**src/rtl/mul_pkg.sv**
```systemverilog
// Shared types and constants for the sequential multiply-accumulate family.
package mul_pkg;

   typedef enum logic [1:0] {
      IDLE   = 2'd0,
      CALC   = 2'd1,
      FINISH = 2'd2
   } state_e;

   // Limits are computed wide enough for operands up to MAX_WIDTH bits.
   localparam int unsigned MAX_WIDTH = 64;
   localparam int unsigned LIM_W     = 2 * MAX_WIDTH + 2;

   function automatic int unsigned hs_latency(input int unsigned w);
      return w + 2;
   endfunction

   function automatic logic signed [LIM_W-1:0] lim_smax(input int unsigned w);
      logic signed [LIM_W-1:0] one;
      one = LIM_W'(1);
      return (one <<< (w - 1)) - one;
   endfunction

   function automatic logic signed [LIM_W-1:0] lim_smin(input int unsigned w);
      logic signed [LIM_W-1:0] one;
      one = LIM_W'(1);
      return -(one <<< (w - 1));
   endfunction

   function automatic logic signed [LIM_W-1:0] lim_umax(input int unsigned w);
      logic signed [LIM_W-1:0] one;
      one = LIM_W'(1);
      return (one <<< w) - one;
   endfunction

endpackage

```
**src/rtl/mul_round_sat.sv**
```systemverilog
// Fixed-point rounding, optional accumulation, range check and clamp of a signed product.
module mul_round_sat
   import mul_pkg::*;
#(
   parameter int unsigned  C_WIDTH     = 32,
   parameter int unsigned  FIXED_POINT = 0,
   parameter bit           SATURATE    = 1'b1,
   localparam int unsigned AW          = 2 * C_WIDTH + 2
) (
   input  logic signed [AW-1:0]      prod_i,
   input  logic signed [AW-1:0]      acc_i,
   input  logic                      signed_i,
   input  logic                      acc_en_i,
   output logic signed [AW-1:0]      acc_c,
   output logic        [C_WIDTH-1:0] y_c,
   output logic                      overflow_c
);

   localparam logic signed [AW-1:0]  S_MAX  = AW'(lim_smax(C_WIDTH));
   localparam logic signed [AW-1:0]  S_MIN  = AW'(lim_smin(C_WIDTH));
   localparam logic signed [AW-1:0]  U_MAX  = AW'(lim_umax(C_WIDTH));
   localparam logic [C_WIDTH-1:0]    Y_SMAX = C_WIDTH'(S_MAX);
   localparam logic [C_WIDTH-1:0]    Y_SMIN = C_WIDTH'(S_MIN);
   localparam logic [C_WIDTH-1:0]    Y_UMAX = C_WIDTH'(U_MAX);

   logic signed [AW-1:0] scaled;
   logic signed [AW-1:0] sum;
   logic                 hi;
   logic                 lo;

   // Round half up: add half an LSB of the result, then floor via arithmetic shift.
   generate
      if (FIXED_POINT > 0) begin : g_round
         localparam logic signed [AW-1:0] HALF = AW'(1) <<< (FIXED_POINT - 1);
         assign scaled = (prod_i + HALF) >>> FIXED_POINT;
      end else begin : g_noround
         assign scaled = prod_i;
      end
   endgenerate

   always_comb begin
      sum        = scaled;
      acc_c      = acc_i;
      hi         = 1'b0;
      lo         = 1'b0;
      y_c        = sum[C_WIDTH-1:0];
      overflow_c = 1'b0;

      if (acc_en_i) begin
         sum   = acc_i + scaled;
         acc_c = sum;
      end

      if (signed_i) begin
         hi = sum > S_MAX;
         lo = sum < S_MIN;
      end else begin
         hi = sum > U_MAX;
         lo = sum[AW-1];
      end
      overflow_c = hi | lo;

      if (overflow_c && (SATURATE == 1'b1)) begin
         if (signed_i) begin
            y_c = lo ? Y_SMIN : Y_SMAX;
         end else begin
            y_c = lo ? '0 : Y_UMAX;
         end
      end else begin
         y_c = sum[C_WIDTH-1:0];
      end
   end

endmodule

```
**src/rtl/mul_acc_seq.sv**
```systemverilog
// Radix-2 shift-add multiplier with fixed-point scaling, saturation and running accumulator.
module mul_acc_seq
   import mul_pkg::*;
#(
   parameter int unsigned C_WIDTH     = 32,
   parameter int unsigned FIXED_POINT = 0,
   parameter bit          SATURATE    = 1'b1
) (
   input  logic               ctl_clk,
   input  logic               reset,
   input  logic [C_WIDTH-1:0] a,
   input  logic [C_WIDTH-1:0] b,
   input  logic               signed_cal,
   input  logic               acc_en,
   input  logic               acc_clr,
   input  logic               trigger,
   output logic               ready,
   output logic               done,
   output logic [C_WIDTH-1:0] y,
   output logic               overflow
);

   localparam int unsigned AW = 2 * C_WIDTH + 2;
   localparam int unsigned PW = 2 * C_WIDTH;
   localparam int unsigned CW = $clog2(C_WIDTH + 1);

   state_e                state_q, state_d;
   logic [CW-1:0]         cnt_q, cnt_d;
   logic [PW-1:0]         mcand_q, mcand_d;
   logic [C_WIDTH-1:0]    mplier_q, mplier_d;
   logic [PW-1:0]         prod_q, prod_d;
   logic                  neg_q, neg_d;
   logic                  sgn_q, sgn_d;
   logic                  acc_en_q, acc_en_d;
   logic signed [AW-1:0]  acc_q, acc_d;
   logic [C_WIDTH-1:0]    y_q, y_d;
   logic                  overflow_q, overflow_d;
   logic                  done_q, done_d;
   logic                  ready_q, ready_d;

   logic [C_WIDTH:0]      a_ext, b_ext;
   logic [C_WIDTH-1:0]    a_mag, b_mag;
   logic signed [AW-1:0]  prod_ext, sprod;
   logic signed [AW-1:0]  acc_fin;
   logic [C_WIDTH-1:0]    y_fin;
   logic                  ovf_fin;

   assign ready    = ready_q;
   assign done     = done_q;
   assign y        = y_q;
   assign overflow = overflow_q;

   // Magnitudes are formed in C_WIDTH+1 bits so the most-negative operand stays exact.
   always_comb begin
      a_ext = {signed_cal & a[C_WIDTH-1], a};
      b_ext = {signed_cal & b[C_WIDTH-1], b};
      a_mag = a_ext[C_WIDTH] ? C_WIDTH'(-a_ext) : a;
      b_mag = b_ext[C_WIDTH] ? C_WIDTH'(-b_ext) : b;
   end

   always_comb begin
      prod_ext = AW'(prod_q);
      sprod    = neg_q ? -prod_ext : prod_ext;
   end

   mul_round_sat #(
      .C_WIDTH     (C_WIDTH),
      .FIXED_POINT (FIXED_POINT),
      .SATURATE    (SATURATE)
   ) u_round_sat (
      .prod_i     (sprod),
      .acc_i      (acc_q),
      .signed_i   (sgn_q),
      .acc_en_i   (acc_en_q),
      .acc_c      (acc_fin),
      .y_c        (y_fin),
      .overflow_c (ovf_fin)
   );

   always_ff @(posedge ctl_clk or posedge reset) begin
      if (reset) begin
         state_q    <= IDLE;
         cnt_q      <= '0;
         mcand_q    <= '0;
         mplier_q   <= '0;
         prod_q     <= '0;
         neg_q      <= 1'b0;
         sgn_q      <= 1'b0;
         acc_en_q   <= 1'b0;
         acc_q      <= '0;
         y_q        <= '0;
         overflow_q <= 1'b0;
         done_q     <= 1'b0;
         ready_q    <= 1'b1;
      end else begin
         state_q    <= state_d;
         cnt_q      <= cnt_d;
         mcand_q    <= mcand_d;
         mplier_q   <= mplier_d;
         prod_q     <= prod_d;
         neg_q      <= neg_d;
         sgn_q      <= sgn_d;
         acc_en_q   <= acc_en_d;
         acc_q      <= acc_d;
         y_q        <= y_d;
         overflow_q <= overflow_d;
         done_q     <= done_d;
         ready_q    <= ready_d;
      end
   end

   always_comb begin
      state_d    = state_q;
      cnt_d      = cnt_q;
      mcand_d    = mcand_q;
      mplier_d   = mplier_q;
      prod_d     = prod_q;
      neg_d      = neg_q;
      sgn_d      = sgn_q;
      acc_en_d   = acc_en_q;
      acc_d      = acc_q;
      y_d        = y_q;
      overflow_d = overflow_q;
      done_d     = 1'b0;
      ready_d    = ready_q;

      unique case (state_q)
         IDLE: begin
            // Clear lands before any new product, so clear+trigger accumulates onto zero.
            if (acc_clr) begin
               acc_d = '0;
            end
            if (trigger) begin
               mcand_d  = PW'(a_mag);
               mplier_d = b_mag;
               prod_d   = '0;
               neg_d    = signed_cal & (a[C_WIDTH-1] ^ b[C_WIDTH-1]);
               sgn_d    = signed_cal;
               acc_en_d = acc_en;
               cnt_d    = CW'(C_WIDTH);
               ready_d  = 1'b0;
               state_d  = CALC;
            end
         end
         CALC: begin
            if (mplier_q[0]) begin
               prod_d = prod_q + mcand_q;
            end
            mplier_d = mplier_q >> 1;
            mcand_d  = mcand_q << 1;
            cnt_d    = cnt_q - CW'(1);
            if (cnt_d == '0) begin
               state_d = FINISH;
            end
         end
         FINISH: begin
            acc_d      = acc_fin;
            y_d        = y_fin;
            overflow_d = ovf_fin;
            done_d     = 1'b1;
            ready_d    = 1'b1;
            state_d    = IDLE;
         end
         default: begin
            state_d = IDLE;
         end
      endcase
   end

endmodule
```
**config.mk**
```make
export PLATFORM = sky130hd
export DESIGN_NAME = mul_acc_seq
export DESIGN_NICKNAME = d
export VERILOG_FILES = /design/src/rtl/mul_pkg.sv /design/src/rtl/mul_round_sat.sv /design/src/rtl/mul_acc_seq.sv
export SDC_FILE = /design/constraint.sdc
export NUM_CORES = 1
export LEC_CHECK = 0
export CAP_MARGIN = 0
export CORE_MARGIN = 2
export CORE_UTILIZATION = 62
export CTS_CLUSTER_DIAMETER = 50
export DETAILED_ROUTE_END_ITERATION = 8
export GPL_ROUTABILITY_DRIVEN = 1
export HOLD_SLACK_MARGIN = 0.15
export PLACE_DENSITY_LB_ADDON = 0.2
export REMOVE_ABC_BUFFERS = 1
export SLEW_MARGIN = 20
export SYNTH_ARGS = -nofsm -noshare
export SYNTH_HDL_FRONTEND = slang
export SYNTH_SLANG_ARGS = --single-unit
```
**constraint.sdc**
```tcl
create_clock -name ctl_clk -period 9.4 [get_ports ctl_clk]
set_clock_uncertainty 0.05 [all_clocks]
set_input_delay 0.94 -clock ctl_clk [delete_from_list [all_inputs] [get_ports ctl_clk]]
set_output_delay 0.94 -clock ctl_clk [all_outputs]
set_load 0.05 [all_outputs]
```
; After elaboration in Yosys (flattened, before gate mapping)
; Index checks and enable logic that the tools add are counted.
[totals]
register_bits = 272
out_inout_bits = 35
[classes]
muxes = 28
n_eq_ne = 7
addsub = 6
n_reduce_logical = 10
bitwise_logic = 5
magnitude_cmp = 3
[ops]
columns = op, count
row1 = $mux 66, 4
row2 = $pmux 64 s2, 2
row3 = $mux 32, 7
row4 = $mux 64, 3
row5 = $pmux 66 s2, 1
row6 = $add 66x66->66, 1
row7 = $gt 66x32->1 const B, 1
row8 = $gt 66x33->1 const B, 1
row9 = $lt 66x32->1 const B, 1
row10 = $neg 64->66, 1
row11 = $add 64x64->64, 1
row12 = $neg 32->32, 2
row13 = $pmux 32 s2, 1
row14 = $pmux 6 s2, 1
row15 = $ne 2x2->1 const B, 5
row16 = $reduce_and 2->1, 4
row17 = $logic_not 6->1, 1
row18 = $mux 6, 1
row19 = $reduce_and 3->1, 2
row20 = $sub 6x1->6 const B, 1
row21 = $mux 1, 4
row22 = $mux 2, 2
row23 = $pmux 2 s2, 1
row24 = $reduce_bool 2->1, 2
row25 = 7 further kinds, 9

; Longest topological paths before layout
[depth]
ltp_word = 9
depth_mapped = 26
depth_no_buf = 22

; By module
; From an unflattened synthesis, not the netlist that was laid out.
[hier_totals]
hier_cells = 2875
area_unflattened_um2 = 24362.1
[by_module_without_submodules]
columns = module, area_per_inst_um2, cells_per_inst, instances
row1 = mul_acc_seq, 16614.7, 1777, 1
row2 = mul_round_sat, 7747.4, 1098, 1

; Worst setup path after synthesis
; Ideal clock, no wire load.
[synth_timing]
kind = reg2reg
from = register prod_q[13]
to = register y_q[10] (netlist: y[10])
path_buffers = 4
stages_incl_launch_ff = 26
setup_slack_ns = 2.893
arrival_ns = 6.390
period_less_slack_ns = 6.507
cell_sequence = dfrtp_1 > or4_4 > or3_1 > or4b_1 > buf_2 > or2_1 > o31ai_1 > xor2_1 > inv_1 > ha_1 > clkbuf_1 > a21o_1 > a21oi_1 > o221ai_1 > a221o_1 > a221oi_1 > a21o_1 > a21oi_1 > o31ai_1 > nand4_1 > nor4_1 > nand4b_1 > a21oi_1 > clkbuf_1 > buf_1 > a22o_1
[synth_between]
elab_chain_len = 9
elab_cells_between_ends = 14
classes_between = 2 x add/sub / 3 x order compare / 8 x mux / 1 x bitwise
[synth_rtl]
columns = item, line
row1 = "start, declared", mul_acc_seq.sv:31  ; logic [PW-1:0] prod_q, prod_d;
row2 = "start signal, assigned", mul_acc_seq.sv:100  ; prod_q <= prod_d;
row3 = $neg 64->66, mul_acc_seq.sv:63  ; sprod = neg_q ? -prod_ext : prod_ext;
row4 = $mux 66 *, mul_acc_seq.sv:63
row5 = $add 66x66->66, mul_round_sat.sv:50  ; sum = acc_i + scaled;
row6 = $mux 66 *, mul_round_sat.sv:49  ; if (acc_en_i) begin
row7 = $lt 66x32->1, mul_round_sat.sv:56  ; lo = sum < S_MIN;
row8 = $mux 1, mul_round_sat.sv:54  ; if (signed_i) begin
row9 = $mux 32 (on tied branches), "mul_round_sat.sv:67, mul_round_sat.sv:65"
row10 = $mux 32, mul_round_sat.sv:64  ; if (signed_i) begin
row11 = $mux 32 *, mul_round_sat.sv:63  ; if (overflow_c && (SATURATE == 1'b1)) begin
row12 = "end signal, assigned", mul_acc_seq.sv:105  ; y_q <= y_d;
row13 = "end, declared", mul_acc_seq.sv:36  ; logic [C_WIDTH-1:0] y_q, y_d;
; Mark *: on every way between the ends. The rest lies on a longest branch, timed or not.
; A chain may end at the register's enable or synchronous reset.

; Worst setup path after layout
[layout_timing]
from = register prod_q[13]
to = register y_q[27] (netlist: y[27])
; Same word-level chain as after synthesis.

==> flow_summary.json <==
{
  "critPathArrivalTime_ns": 8.47,
  "path_cells": "or4_4, or3_1, or4b_1, or2_2, o41ai_1, xnor2_1, ha_1, nand4_1, nor4_1, and3_1, a32o_1, o21ai_0, o221ai_1, a21oi_1, mux2i_1, xor2_1, o31ai_4, buf_4, nor2_1, a221o_1",
  "max_cap_viol_count": 0,
  "grt_overflow": 0,
  "wl_per_cell_um": 20.94,
  "crit_buf_inv": 1,
  "dieArea_um2": 36000,
  "period_share_pct": 85.53,
  "wirelength_um": 65070,
  "yosysWarnings": 0,
  "synth_edf_count": 0,
  "hold_buffers": 0,
  "reg2reg_from": "prod_q[13]$_DFFE_PP0P_",
  "seq_area_frac_synth_pct": 31.83,
  "maxSlewViolCount": 0,
  "dr.pass1.iters": 5,
  "crit_slowest_cell": "or4b_1",
  "crit_path_start": "prod_q[13]$_DFFE_PP0P_",
  "cts_setup_buffers": 0,
  "final_hold_viol_count": 0,
  "setup_viol": 0,
  "port_buffers": 104,
  "fin_crit_ns": 8.040,
  "max_freq_mhz": 124.4,
  "rsz0062_at_grt": "false",
  "critPathRequiredTime_ns": 9.83,
  "synth.most_common_cell": "nand2_1",
  "path_clk_slew_ns": 0.06,
  "core_area_um2": 34290,
  "drc_errors": 0,
  "hp-start": "ready$_DFFE_PP1P_",
  "die_y_um": 189.7,
  "grt_pass1_vias": 19460,
  "grt_pass1_wl_um": 104000,
  "r2r_slack_ns": 1.36,
  "initial_core_util_pct": 62.39,
  "antenna_found_initial": 1,
  "row_count": 68,
  "worstMarginPinSlew_ns": 1.109,
  "grt_max_degree": 140,
  "cts_buffers": 37,
  "cellLeakagePower_nw": 10.51,
  "drt-vias-per-instance": 6.614,
  "startpoint_type": "flip-flop",
  "dieWidth_um": 189.7,
  "power.density_nw_per_um2": 114.2,
  "place.gp.congestion": 0.9683,
  "root_buffer": "clkbuf_16",
  "ctsResizeCount": 0,
  "route.antenna.remaining_nets": 0,
  "syn_area_um2": 21390,
  "ioPinCount": 105,
  "end_kind": "flip-flop",
  "num_vias": 20556,
  "synth_flop_cell": "dfrtp_1",
  "diodes": 0,
  "nNetsFinal": 2830,
  "area_growth_pct": 11.91,
  "crit_fanout": 21,
  "drt_iter0_drc": 1910,
  "max-slew-margin-rel_pct": 25.87,
  "synth_area_per_cell_um2": 8.221,
  "grt_usage_pct": 36.02,
  "worstSetupPathType": "reg2reg",
  "clock_sinks": 272,
  "tns_ns": 0,
  "synth_cell_types": 80,
  "htreeDepth": 2,
  "netlist.area_leader.share_pct": 31.70,
  "synth_top_area_cell": "dfrtp_1",
  "synth.area.top_cells": "dfrtp_1 (32%), ha_1 (7.8%), o21ai_0 (7.3%)",
  "clk-insertion-delay-late_ns": 0.54,
  "synth_commonest_cells": "nand2_1 (339), o21ai_0 (311), dfrtp_1 (271)",
  "cts_buffer_depth": 3,
  "hp-class": "reg2reg",
  "hpwl_um": 48050,
  "outcome": "finished clean",
  "totalPowerFinal_mw": 2.734,
  "ir_worst_vdd_mv": 0.1242,
  "slowest_delay_ns": 0.76,
  "synth_cells": 2602,
  "synth-async-reset-ratio_pct": 100.0,
  "crit_family": "simple AND/OR/NAND/NOR gates",
  "cts_tree": "built",
  "drive_above_1_share_pct": 4.787,
  "synth_seq_cells": 272
}
power breakdown:
part	internal [mW]	leakage (nW)	switching [mW]	total, mW
clock network	0.889	0.613	0.570	1.46
logic	0.0450	6.57	0.0582	0.103
registers	1.17	3.32	0	1.17
total	2.11	10.5	0.628	2.73
placed cells by master, fill, tap and decap left out, types with 64 or more instances in the layout:
cell type,instances
a22o_1,64
ha_1,133
o21ai_0,311
nor2_1,137
a21oi_1,185
dfrtp_1,269
xor2_1,84
nand2_1,338
clkdlybuf4s50_1,104
xnor2_1,150
worst reg2reg max path: stages, from the launching register on:
cell	delay, ns
dfrtp_1	0.43
or4_4	0.58
or3_1	0.42
or4b_1	0.76
or2_2	0.39
o41ai_1	0.31
xnor2_1	0.24
ha_1	0.59
nand4_1	0.32
nor4_1	0.67
and3_1	0.27
a32o_1	0.32
o21ai_0	0.26
o221ai_1	0.24
a21oi_1	0.16
mux2i_1	0.30
xor2_1	0.42
o31ai_4	0.14
buf_4	0.25
nor2_1	0.67
a221o_1	0.22
layer usage:
metal,global-route usage (%),share of wire [%]
met2,57.06,45
met3,6.899,9.0
met5,0,0
met1,49.89,43
met4,11.72,3.3
logic make-up (layout without fill, tap and decap cells):
group                      Yosys count  count (layout)  synth area share, %
DFF                                272             272                31.83
and+or+nand+nor                    805             805                17.97
xor gates and xnor gates           234             234                9.581
adders and majority gates          135             135                7.967
buffers and inverters              204             255                3.627
muxes                               22              22                1.065
AOI/OAI and AO/OA                  930             930                27.97
stage by stage:
stage                     setup slack, ns  util, %  hold WS (ns)  area (um2)  instances
after floorplan                    0.9163        -        0.4051       20860       2462
after global routing               0.9318    69.81        0.4472       23940       3108
final                               1.360    69.81        0.4159       23940       3108
after global placement              1.749    66.09        0.3934       22660       3041
after detailed placement            1.485    66.09        0.4087       22660       3041
after CTS                           1.442    69.81        0.4169       23940       3108
sequential cells by signal, indices dropped and copies added (netlist names):
| signal | count |
|---|---|
| neg_q | 1 |
| overflow | 1 |
| done | 1 |
| sgn_q | 1 |
| acc_en_q | 1 |
| mplier_q | 32 |
| state_q | 2 |
| ready | 1 |
| mcand_q | 64 |
| prod_q | 64 |
| y | 32 |
| acc_q | 66 |
| cnt_q | 6 |
cell type report:
cell class	count	area, um2
multi-input cells	2126	13840
fillers	2716	10350
flip-flops and latches	272	6810
repair buffers	124	1191
clock buffers	48	1060
well taps	455	569.3
inverters	64	247.7
clock inverters	19	219.0
final timing paths:
check / end / depth (start not counted)
max reg2reg: y[27]$_DFFE_PP0P_ / 20
min in group asynchronous: mcand_q[27]$_DFFE_PP0P_ / 2
min: ready$_DFFE_PP1P_ / 2
min reg2reg: ready$_DFFE_PP1P_ / 2
max: y[27]$_DFFE_PP0P_ / 20
max in group asynchronous: acc_en_q$_DFFE_PP0P_ / 3
Note: power is estimated with default switching activity, not from simulation.
